[config.mk]
export PLATFORM = sky130hd
export DESIGN_NAME = imem_program_loader
export DESIGN_NICKNAME = d
export VERILOG_FILES = /design/src/rtl/imem_program_loader.sv
export SDC_FILE = /design/constraint.sdc
export NUM_CORES = 1
export LEC_CHECK = 0
export BUFFER_PORTS_ARGS = -buffer_cell sky130_fd_sc_hd__buf_4
export CAP_MARGIN = 10
export CORE_MARGIN = 2
export CORE_UTILIZATION = 30
export CTS_CLUSTER_SIZE = 40
export DETAILED_ROUTE_END_ITERATION = 16
export PLACE_DENSITY = 0.51
export SKIP_CTS_REPAIR_TIMING = 1
export SYNTH_ARGS = -nofsm -noshare
export SYNTH_HDL_FRONTEND = slang
export SYNTH_SLANG_ARGS = --single-unit
[constraint.sdc]
create_clock -name clk -period 3.2 [get_ports clk]
set_input_delay 0.16 -clock clk [delete_from_list [all_inputs] [get_ports clk]]
set_output_delay 0.16 -clock clk [all_outputs]
set_load 0.05 [all_outputs]
[src/rtl/imem_program_loader.sv]
// Streams a byte-wide program image (count, payload, XOR checksum) into instruction
// memory and keeps the processor held in reset until the image is complete and verified.
module imem_program_loader #(
  parameter int ADDR_W = 10,
  parameter int DEPTH  = 1024
) (
  input  logic              clk,
  input  logic              rst,
  input  logic              start,
  input  logic [7:0]        rx_data,
  input  logic              rx_valid,
  output logic              rx_ready,
  output logic              imem_we,
  output logic [ADDR_W-1:0] imem_addr,
  output logic [31:0]       imem_wdata,
  output logic              cpu_hold,
  output logic              busy,
  output logic              done,
  output logic              error,
  output logic [ADDR_W:0]   words_loaded,
  output logic [2:0]        dbg_state
);

  // Handshake: a byte moves on a rising edge where rx_valid && rx_ready; rx_ready is a
  // registered decode of the state and never depends on rx_valid.
  typedef enum logic [2:0] {
    S_IDLE   = 3'd0,
    S_HDR_HI = 3'd1,
    S_HDR_LO = 3'd2,
    S_DATA   = 3'd3,
    S_CSUM   = 3'd4,
    S_DONE   = 3'd5,
    S_ERROR  = 3'd6
  } state_t;

  localparam logic [16:0]   DEPTH_L = 17'(DEPTH);
  localparam logic [ADDR_W:0] ONE_W = 1;

  state_t              r_state;
  logic                r_rx_ready;
  logic                r_busy;
  logic                r_done;
  logic                r_error;
  logic                r_cpu_hold;
  logic                r_imem_we;
  logic [ADDR_W-1:0]   r_imem_addr;
  logic [31:0]         r_imem_wdata;
  logic [ADDR_W:0]     r_words_loaded;
  logic [ADDR_W:0]     r_word_idx;
  logic [ADDR_W:0]     r_cnt;
  logic [7:0]          r_cnt_hi;
  logic [1:0]          r_byte_idx;
  logic [23:0]         r_word_buf;
  logic [7:0]          r_csum;

  state_t              w_next_state;
  logic                w_accept;
  logic [15:0]         w_cnt_full;
  logic                w_cnt_too_big;
  logic                w_last_word;
  logic [31:0]         w_word;

  assign w_accept      = r_rx_ready && rx_valid;
  assign w_cnt_full    = {r_cnt_hi, rx_data};
  assign w_cnt_too_big = {1'b0, w_cnt_full} > DEPTH_L;
  // r_cnt is only consulted in DATA, where the count is known to be 1..DEPTH.
  assign w_last_word   = (r_word_idx == (r_cnt - ONE_W));
  assign w_word        = {r_word_buf, rx_data};

  always_comb begin
    w_next_state = r_state;
    case (r_state)
      S_IDLE, S_DONE, S_ERROR: begin
        if (start) w_next_state = S_HDR_HI;
      end
      S_HDR_HI: begin
        if (w_accept) w_next_state = S_HDR_LO;
      end
      S_HDR_LO: begin
        if (w_accept) begin
          if (w_cnt_too_big)          w_next_state = S_ERROR;
          else if (w_cnt_full == 16'd0) w_next_state = S_CSUM;
          else                          w_next_state = S_DATA;
        end
      end
      S_DATA: begin
        if (w_accept && (r_byte_idx == 2'd3) && w_last_word) w_next_state = S_CSUM;
      end
      S_CSUM: begin
        if (w_accept) w_next_state = (rx_data == r_csum) ? S_DONE : S_ERROR;
      end
      default: w_next_state = S_IDLE;
    endcase
  end

  always_ff @(posedge clk or negedge rst) begin
    if (!rst) begin
      r_state        <= S_IDLE;
      r_rx_ready     <= 1'b0;
      r_busy         <= 1'b0;
      r_done         <= 1'b0;
      r_error        <= 1'b0;
      r_cpu_hold     <= 1'b1;
      r_imem_we      <= 1'b0;
      r_imem_addr    <= '0;
      r_imem_wdata   <= '0;
      r_words_loaded <= '0;
      r_word_idx     <= '0;
      r_cnt          <= '0;
      r_cnt_hi       <= '0;
      r_byte_idx     <= '0;
      r_word_buf     <= '0;
      r_csum         <= '0;
    end else begin
      r_state    <= w_next_state;
      r_rx_ready <= (w_next_state == S_HDR_HI) || (w_next_state == S_HDR_LO) ||
                    (w_next_state == S_DATA)   || (w_next_state == S_CSUM);
      r_busy     <= (w_next_state == S_HDR_HI) || (w_next_state == S_HDR_LO) ||
                    (w_next_state == S_DATA)   || (w_next_state == S_CSUM);
      r_done     <= (w_next_state == S_DONE);
      r_error    <= (w_next_state == S_ERROR);
      r_cpu_hold <= (w_next_state != S_DONE);
      r_imem_we  <= 1'b0;

      // The count trails the strobe by one cycle, so it reads k+1 after word k's pulse.
      if (r_imem_we) r_words_loaded <= r_words_loaded + ONE_W;

      case (r_state)
        S_IDLE, S_DONE, S_ERROR: begin
          if (start) begin
            r_words_loaded <= '0;
            r_word_idx     <= '0;
            r_byte_idx     <= '0;
            r_csum         <= '0;
          end
        end
        S_HDR_HI: begin
          if (w_accept) r_cnt_hi <= rx_data;
        end
        S_HDR_LO: begin
          if (w_accept) r_cnt <= w_cnt_full[ADDR_W:0];
        end
        S_DATA: begin
          if (w_accept) begin
            r_csum     <= r_csum ^ rx_data;
            r_byte_idx <= r_byte_idx + 2'd1;
            if (r_byte_idx == 2'd3) begin
              r_imem_we    <= 1'b1;
              r_imem_addr  <= r_word_idx[ADDR_W-1:0];
              r_imem_wdata <= w_word;
              r_word_idx   <= r_word_idx + ONE_W;
            end else begin
              r_word_buf <= {r_word_buf[15:0], rx_data};
            end
          end
        end
        default: ;
      endcase
    end
  end

  assign rx_ready     = r_rx_ready;
  assign imem_we      = r_imem_we;
  assign imem_addr    = r_imem_addr;
  assign imem_wdata   = r_imem_wdata;
  assign cpu_hold     = r_cpu_hold;
  assign busy         = r_busy;
  assign done         = r_done;
  assign error        = r_error;
  assign words_loaded = r_words_loaded;
  assign dbg_state    = r_state;

endmodule

# Word-level counts from Yosys, hierarchy flattened
# Index checks and enable logic that the tools add are counted.
# op_classes
n_addsub,4
reduce_logical,16
n_eq_ne,19
mux,25
bitwise_logic,2
n_lt_le_gt_ge,1
# ops
operator,n
two-way mux 11 bit,6
adder 11 x 1 -> 11 bit (second input constant),2
one-hot mux 11 bit (2 select lines),1
two-way mux 3 bit,7
== test 3 bit (second input constant),6
> comparator 16 x 11 -> 1 bit (second input constant),1
zero test 16 bit,1
two-way mux 8 bit,2
one-hot mux 8 bit (2 select lines),1
one-hot mux 3 bit (5 select lines),1
== test 3 x 2 -> 1 bit (second input constant),4
== test 11 bit,1
subtractor 11 x 1 -> 11 bit (second input constant),1
AND reduction 3 bit,3
== test 8 bit,1
bitwise XOR 8 bit,1
== test 3 x 1 -> 1 bit (second input constant),2
two-way mux 2 bit,3
inequality test 2 bit (second input constant),3
one-hot mux 2 bit (2 select lines),1
AND reduction 2 bit,2
AND reduction 4 bit,1
logical AND 1 bit,3
zero test 3 bit,1
8 further kinds,12
# totals
out_inout_bits,62
reg_bits,125

# Logic depth before layout (Yosys ltp)
# Gate-level depths: netlist (run 1).
# depth
word_depth,9
ltp_mapped,9

# Least setup slack after synthesis (run 1)
# OpenSTA, ideal clock, no wires.
# synth_timing
path_type,register -> register
from,"register r_state[2], in the netlist dbg_state[2]"
to,register r_word_buf[10]
path_slack_ns,0.801
n_path_buf,2
path_stages_with_launch,8
synth_period_minus_slack_ns,2.399
arrival_time_ns,2.274
path_cell_list,dfrtp_1 -> inv_1 -> and3_1 -> clkbuf_1 -> nand3_1 -> nor2_1 -> buf_2 -> mux2_2
# synth_via
elab_chain_len,2
# synth_rtl
item,line,rtl
from (decl),39,state_t r_state;
from (signal assigned),115,r_state <= w_next_state;
== test 3 x 2 -> 1 bit,128,case (r_state)
AND reduction 3 bit (no source line),--,
to (signal assigned),153,"r_word_buf <= {r_word_buf[15:0], rx_data};"
to (decl),53,logic [23:0] r_word_buf;
# No other way between the ends.
# A chain may end at the register's enable or synchronous reset.

# Worst setup path in the final report (run 1)
# layout_timing
from,register r_cnt[0]
to,"register r_state[0], in the netlist dbg_state[0]"
# layout_via
elab_chain_len,5
# layout_rtl
item,line,rtl
from (decl),50,logic [ADDR_W:0] r_cnt;
from (signal assigned),141,if (w_accept) r_cnt <= w_cnt_full[ADDR_W:0];
subtractor 11 x 1 -> 11 bit,67,assign w_last_word = (r_word_idx == (r_cnt - ONE_W));
== test 11 bit,67,
logical AND 1 bit,87,if (w_accept && (r_byte_idx == 2'd3) && w_last_word) w_next_state = S_CSUM;
two-way mux 3 bit,87,
one-hot mux 3 bit (5 select lines),72,case (r_state)
named net w_next_state[0],56,state_t w_next_state;
# The timed path passes the listed nets, and every way through them passes these cells.

==> impl_metrics.py, run 1 <==
metrics = {
    "critical_path": {
        "rr_endpoint": "dbg_state[0]$_DFF_PN0_",
        "crit_path_end_kind": "register",
        "critical_path_required_ps": 3460,
        "rrSetupSlack_ps": 630,
        "arrival_ps": 2830,
        "rr_startpoint": "r_cnt[0]$_DFFE_PN0P_",
        "crit_path_end": "dbg_state[0]$_DFF_PN0_",
        "cpMaxStageDelayCell": "or4b_1",
        "critPathMaxStageDelay_ps": 600,
        "path_class": "reg2reg",
        "startpoint": "r_cnt[0]$_DFFE_PN0P_",
        "r2r_cells": 7,
        "start_kind": "register",
        "cp_max_fo": 6,
        "path_cells": "inv_1 > ha_1 > or4b_1 > a2111oi_0 > o21bai_1 > a2111oi_2 > o21ai_0",
    },
    "timing": {
        "fin_worst_skew_ps": 7.45,
        "slew_viol_final": 0,
        "setup_viol": 0,
        "max_freq_mhz": 389,
        "max_slew_margin_pct": 53.1,
        "rsz0062_at_grt": "false",
        "final.min_clock_period_ps": 2570,
        "worst_pin_slew_ps": 704,
        "period_share_pct": 80.4,
        "finalSetupTns_ps": 0,
        "hold_violations": 0,
        "fin_ws_ps": 626,
    },
    "die": {
        "die_w_um": 141,
        "rows": 50,
        "dieArea_um2": 20000,
        "die_h_um": 141,
        "pin_count": 74,
        "initial_core_util_pct": 30.5,
        "core-area_um2": 18600,
    },
    "clocking": {
        "cts_tree": "built",
        "clockBufferDepth": 2,
        "path_clk_slew_ps": 60,
        "numCtsBuffers": 17,
        "clkSinkCount": 125,
        "htreeDepth": 4,
        "clock-root-buffer": "clkbuf_16",
        "clk_latency_ps": 420,
    },
    "layout": {
        "n_fill_cell": 1805,
        "drive_above_1_share_pct": 25.6,
        "n_antenna_cell": 0,
        "area_delta_synth_final_pct": 25.7,
        "layout.nets": 640,
        "multiInputGateArea_um2": 2350,
        "seq_area_um2": 3130,
    },
    "logic_synthesis": {
        "yosys-top-cells-area": "dfrtp_1 55%, nand2_1 9.6%, mux2_2 8.2%",
        "synth_nets": 571,
        "synth_top_area_cell": "dfrtp_1",
        "ys_seq_area_share_pct": 55.3,
        "synth_most_common_cell": "nand2_1",
        "synth_edf_count": 0,
        "async_flop_share_pct": 100,
        "ys_types": 52,
        "synthesis.area_um2": 5660,
        "ys.flop_type": "dfrtp_1",
        "synth_top_area_share_pct": 54.8,
        "synth_commonest_cells": "145 x nand2_1, 124 x dfrtp_1, 41 x mux2_2",
        "ys_warn_count": 0,
        "synthCells": 555,
        "ys_ff_latch": 125,
        "syn_avg_cell_area_um2": 10.2,
    },
    "global_routing": {
        "grt-ovfl-total": 0,
        "grt_pass1_vias": 4329,
        "grtUsageTotal_pct": 14.3,
        "antenna_found_initial": 0,
        "grt_max_degree": 126,
        "grt_pass1_wl_mm": 22.4,
    },
    "detailed_routing": {
        "firstDrtPassIters": 4,
        "viasPerCell": 4.80,
        "wl_per_cell_um": 15.5,
        "vias": 4184,
        "wl_mm": 13.5,
        "drt-initial-drc-count": 240,
        "ant_nets": 0,
        "route.detailed.drc": 0,
    },
    "status": {
        "status": "complete, no violations",
    },
    "job": {
        "drv_cap": 0,
    },
    "placed_design": {
        "io_buffers": 73,
        "dp_slack_ps": 659,
        "routabilityCongestion": 0.823,
        "place_hpwl_mm": 9.14,
    },
    "worst_hold_path": {
        "hold_class": "in2reg",
    },
    "pwr": {
        "p_leak_nw": 3.47,
        "powerDensity_nw_per_um2": 817,
        "peakVddDrop_mv": 0.375,
    },
}
[where the power goes]
part,switching (mW),total [mW],internal (mW)
Clock,0.746,2.14,1.40
Combinational,0.773,1.40,0.627
Sequential,0.358,2.27,1.92
[placed cells by master (no fill, tap or decap), drive strengths merged, types with 2 or more instances in the layout]
cell and instances:
xnor2 19, xor2 21, o31ai 2, nor2 39, a2111oi 2, and3 5, ha 4, buf 80
bufinv 5, clkbuf 17, a211oi 3, a21oi 5, o21a 2, nor3 4, inv 17, nor4b 2
mux2 41, clkinv 3, a22o 5, o21bai 2, o22ai 2, nand4 11, nor4 4, nand2 145
nor3b 2, clkinvlp 2, nand2b 8, dfrtp 124, or2 2, nand3 17, mux2i 2, o211a 2
o21ai 21
[per-stage QoR]
step | utilization [%] | hold slack (ps) | instances | power [mW] | cell area (um^2)
4_1_cts | 38.2 | -120 | 870 | 5.87 | 7100
3_5_place_dp | 34.7 | 320 | 838 | 3.70 | 6440
5_1_grt | 38.3 | 40.4 | 871 | 6.15 | 7110
2_1_floorplan | - | -136 | 555 | 3.28 | 5660
3_3_place_gp | 34.7 | 316 | 838 | 3.64 | 6440
6_report | 38.3 | 39.2 | 871 | 5.82 | 7110
[worst max-delay path, delay by kind of cell (launching register included)]
kind	cells	cell delay (ps)
AND/OR/NAND/NOR	1	600
AO/OA/AOI/OAI	4	1110
flip-flops	1	440
buffers and inverters	1	80
adder cells (fa/ha/maj)	1	190
[state kept, by name (all words and copies together) (netlist names)]
register and count:
error 1, r_csum 8, done 1, cpu_hold 1, r_byte_idx 2, r_cnt_hi 8, imem_we 1, r_cnt 11
imem_addr 10, busy 1, r_word_buf 24, words_loaded 11, r_word_idx 11, imem_wdata 32, dbg_state 3
[area by class of cell]
class	count	share of cell area, %
multi-input combinational	387	33.1
tap	234	4.12
inverter	12	0.633
clock buffer	17	5.98
sequential	125	44.0
timing repair buffer	81	8.93
clock inverter	15	3.29
[kinds of logic (layout without fill, tap and decap cells)]
| kind of cell | count (synthesis) | after routing | synth area share [%] |
|---|---|---|---|
| AND/OR/NAND/NOR | 244 | 244 | 19.2 |
| flip-flops | 125 | 125 | 55.3 |
| AO/OA/AOI/OAI | 55 | 55 | 6.59 |
| multiplexers | 43 | 43 | 8.51 |
| buffers and inverters | 43 | 125 | 3.18 |
| XOR/XNOR | 40 | 40 | 6.19 |
| adder cells (fa/ha/maj) | 5 | 5 | 1.06 |
[worst min-delay path by stage]
stage / from / end / depth (start not counted)
global route: rx_data[1] / imem_wdata[1]$_DFFE_PN0P_ / 3
detailed placement: rst / done$_DFF_PN0_ / 2
global placement: rst / done$_DFF_PN0_ / 2
floorplan: rst / busy$_DFF_PN0_ / 0
finish: rx_data[7] / imem_wdata[7]$_DFFE_PN0P_ / 3
CTS: rst / done$_DFF_PN0_ / 2
[per-layer routing]
| layer | track usage, % | vias to the layer above | part of all wire, % |
|---|---|---|---|
| li1 | - | 2003 | - |
| met1 | 18.4 | 2070 | 46 |
| met2 | 23.2 | 95 | 47 |
| met3 | 3.88 | 16 | 4.9 |
| met4 | 5.26 | 0 | 1.5 |
| met5 | 0 | - | 0 |
(Power assumes the default switching activity.)
==> run 2, diff against run 1 <==
Clock period 3.2 ns to 2.65 ns, I/O delays scaled along.
==> impl_metrics.py, run 2 (synthesized netlist as in run 1, its figures left out) <==
metrics = {
    "status": {
        "status": "finished with violations",
        "violations": "negative hold slack",
    },
    "timing": {
        "rsz0062_at_grt": "false",
        "setup_viol": 0,
        "finalSetupTns_ps": 0,
        "fin_ws_ps": 211,
        "fin_hold_ws_ps": -4.52,
        "final.min_clock_period_ps": 2440,
        "period_share_pct": 92.0,
        "hold_violations": 1,
        "slew_viol_final": 0,
        "fin_worst_skew_ps": 6.06,
        "max_slew_margin_pct": 59.8,
        "worst_pin_slew_ps": 604,
        "max_freq_mhz": 410,
    },
    "detailed_routing": {
        "wl_mm": 13.4,
        "drt-initial-drc-count": 211,
        "firstDrtPassIters": 4,
        "ant_nets": 0,
        "vias": 4178,
        "wl_per_cell_um": 15.3,
        "viasPerCell": 4.78,
        "route.detailed.drc": 0,
    },
    "die": {
        "core-area_um2": 18600,
        "pin_count": 74,
        "rows": 50,
        "die_h_um": 141,
        "die_w_um": 141,
        "initial_core_util_pct": 30.5,
        "dieArea_um2": 20000,
    },
    "layout": {
        "final_cell_mix": "145 x nand2_1, 124 x dfrtp_1, 81 x buf_4",
        "drive_above_1_share_pct": 26.1,
        "seq_area_um2": 3130,
        "final_common_cell": "nand2_1",
        "layout.nets": 643,
        "n_fill_cell": 1827,
        "final_util_pct": 38.2,
        "area_delta_synth_final_pct": 25.6,
        "multiInputGateArea_um2": 2370,
        "layout.cells.non_filler": 874,
        "n_antenna_cell": 0,
        "largest_reg_flops": 32,
    },
    "pwr": {
        "finalPower_mw": 6.80,
        "peakVddDrop_mv": 0.449,
        "powerDensity_nw_per_um2": 957,
        "p_leak_nw": 3.46,
    },
    "job": {
        "drv_cap": 0,
    },
    "critical_path": {
        "r2r_cells": 8,
        "start_kind": "register",
        "rr_endpoint": "dbg_state[0]$_DFF_PN0_",
        "crit_path_end": "dbg_state[0]$_DFF_PN0_",
        "path_class": "reg2reg",
        "crit_path_end_kind": "register",
        "rr_startpoint": "r_cnt[0]$_DFFE_PN0P_",
        "critical_path_required_ps": 2920,
        "cp_max_fo": 6,
        "rrSetupSlack_ps": 210,
        "startpoint": "r_cnt[0]$_DFFE_PN0P_",
        "arrival_ps": 2700,
    },
    "placed_design": {
        "io_buffers": 73,
        "placedCellCount": 841,
        "place_hpwl_mm": 9.35,
        "routabilityCongestion": 0.814,
        "dp_slack_ps": 21.2,
    },
    "worst_hold_path": {
        "hold_class": "in2reg",
        "min_from": "rx_data[7]",
    },
    "clocking": {
        "numCtsBuffers": 17,
        "clkSinkCount": 125,
        "htreeDepth": 4,
        "clock-root-buffer": "clkbuf_16",
        "path_clk_slew_ps": 60,
        "cts_tree": "built",
        "clk_latency_ps": 420,
        "clockBufferDepth": 2,
    },
    "global_routing": {
        "grt-ovfl-total": 0,
        "grt_pass1_wl_mm": 21.7,
        "grtUsageTotal_pct": 13.9,
        "grt_max_degree": 53,
        "antenna_found_initial": 0,
        "grt_pass1_vias": 4167,
    },
}
run 2: cell types whose count changed in the layout (fill, tap and decap cells not counted):
| cell | previous run | this run |
|---|---|---|
| a2111oi_0 | 1 | 0 |
| a2111oi_4 | 0 | 1 |
| buf_4 | 78 | 81 |
| bufinv_16 | 5 | 2 |
| clkbuf_8 | 0 | 4 |
| clkinv_4 | 2 | 1 |
| clkinvlp_4 | 2 | 4 |
| inv_6 | 4 | 3 |
| inv_8 | 1 | 0 |
run 2: per-layer routing:
metal  wire length, um  global-route usage [%]  vias to the layer above
met5                 0                       0                        -
met4               181                    5.37                        0
met3               520                    3.41                       13
met2              6450                    23.3                       76
met1              6200                    17.5                     2071
li1                  -                       -                     2018
run 2: report_power, final:
group / total [mW] / switching [mW] / internal [mW]
Clock: 2.36 / 0.868 / 1.49
Sequential: 2.72 / 0.407 / 2.31
Combinational: 1.72 / 0.953 / 0.769
Total: 6.80 / 2.23 / 4.57
run 2: stage by stage:
stage | hold WS, ps | cell area (um^2)
final | -4.52 | 7110
after global routing | 6.10 | 7110
after CTS | -267 | 7080
after detailed placement | 180 | 6470
after global placement | 167 | 6470
after floorplan | -163 | 5660
run 2: final cells by class:
class / count / area share, %
Sequential cell: 125 / 44.0
Clock buffer: 21 / 6.76
Clock inverter: 11 / 1.83
Multi-Input combinational cell: 387 / 33.4
Timing Repair Buffer: 84 / 9.26
Inverter: 12 / 0.634
Tap cell: 234 / 4.12
run 2: worst min-delay path by stage:
| stage | endpoint | depth (start not counted) | slack (ps) |
|---|---|---|---|
| after floorplan | busy$_DFF_PN0_ | 0 | -160 |
| after global placement | r_csum[0]$_DFFE_PN0P_ | 1 | 170 |
| after detailed placement | r_csum[1]$_DFFE_PN0P_ | 1 | 180 |
| after CTS | busy$_DFF_PN0_ | 1 | -270 |
| after global routing | imem_wdata[7]$_DFFE_PN0P_ | 3 | 6 |
| final | imem_wdata[7]$_DFFE_PN0P_ | 3 | -5 |
run 2: worst max-delay path, stage by stage (launching register included):
cell and delay (ps):
dfrtp_1 440, inv_1 80, ha_1 200, or4b_1 620, nor4_4 250, xnor2_1 110, o21a_1 200, a2111oi_4 260
o21ai_0 120
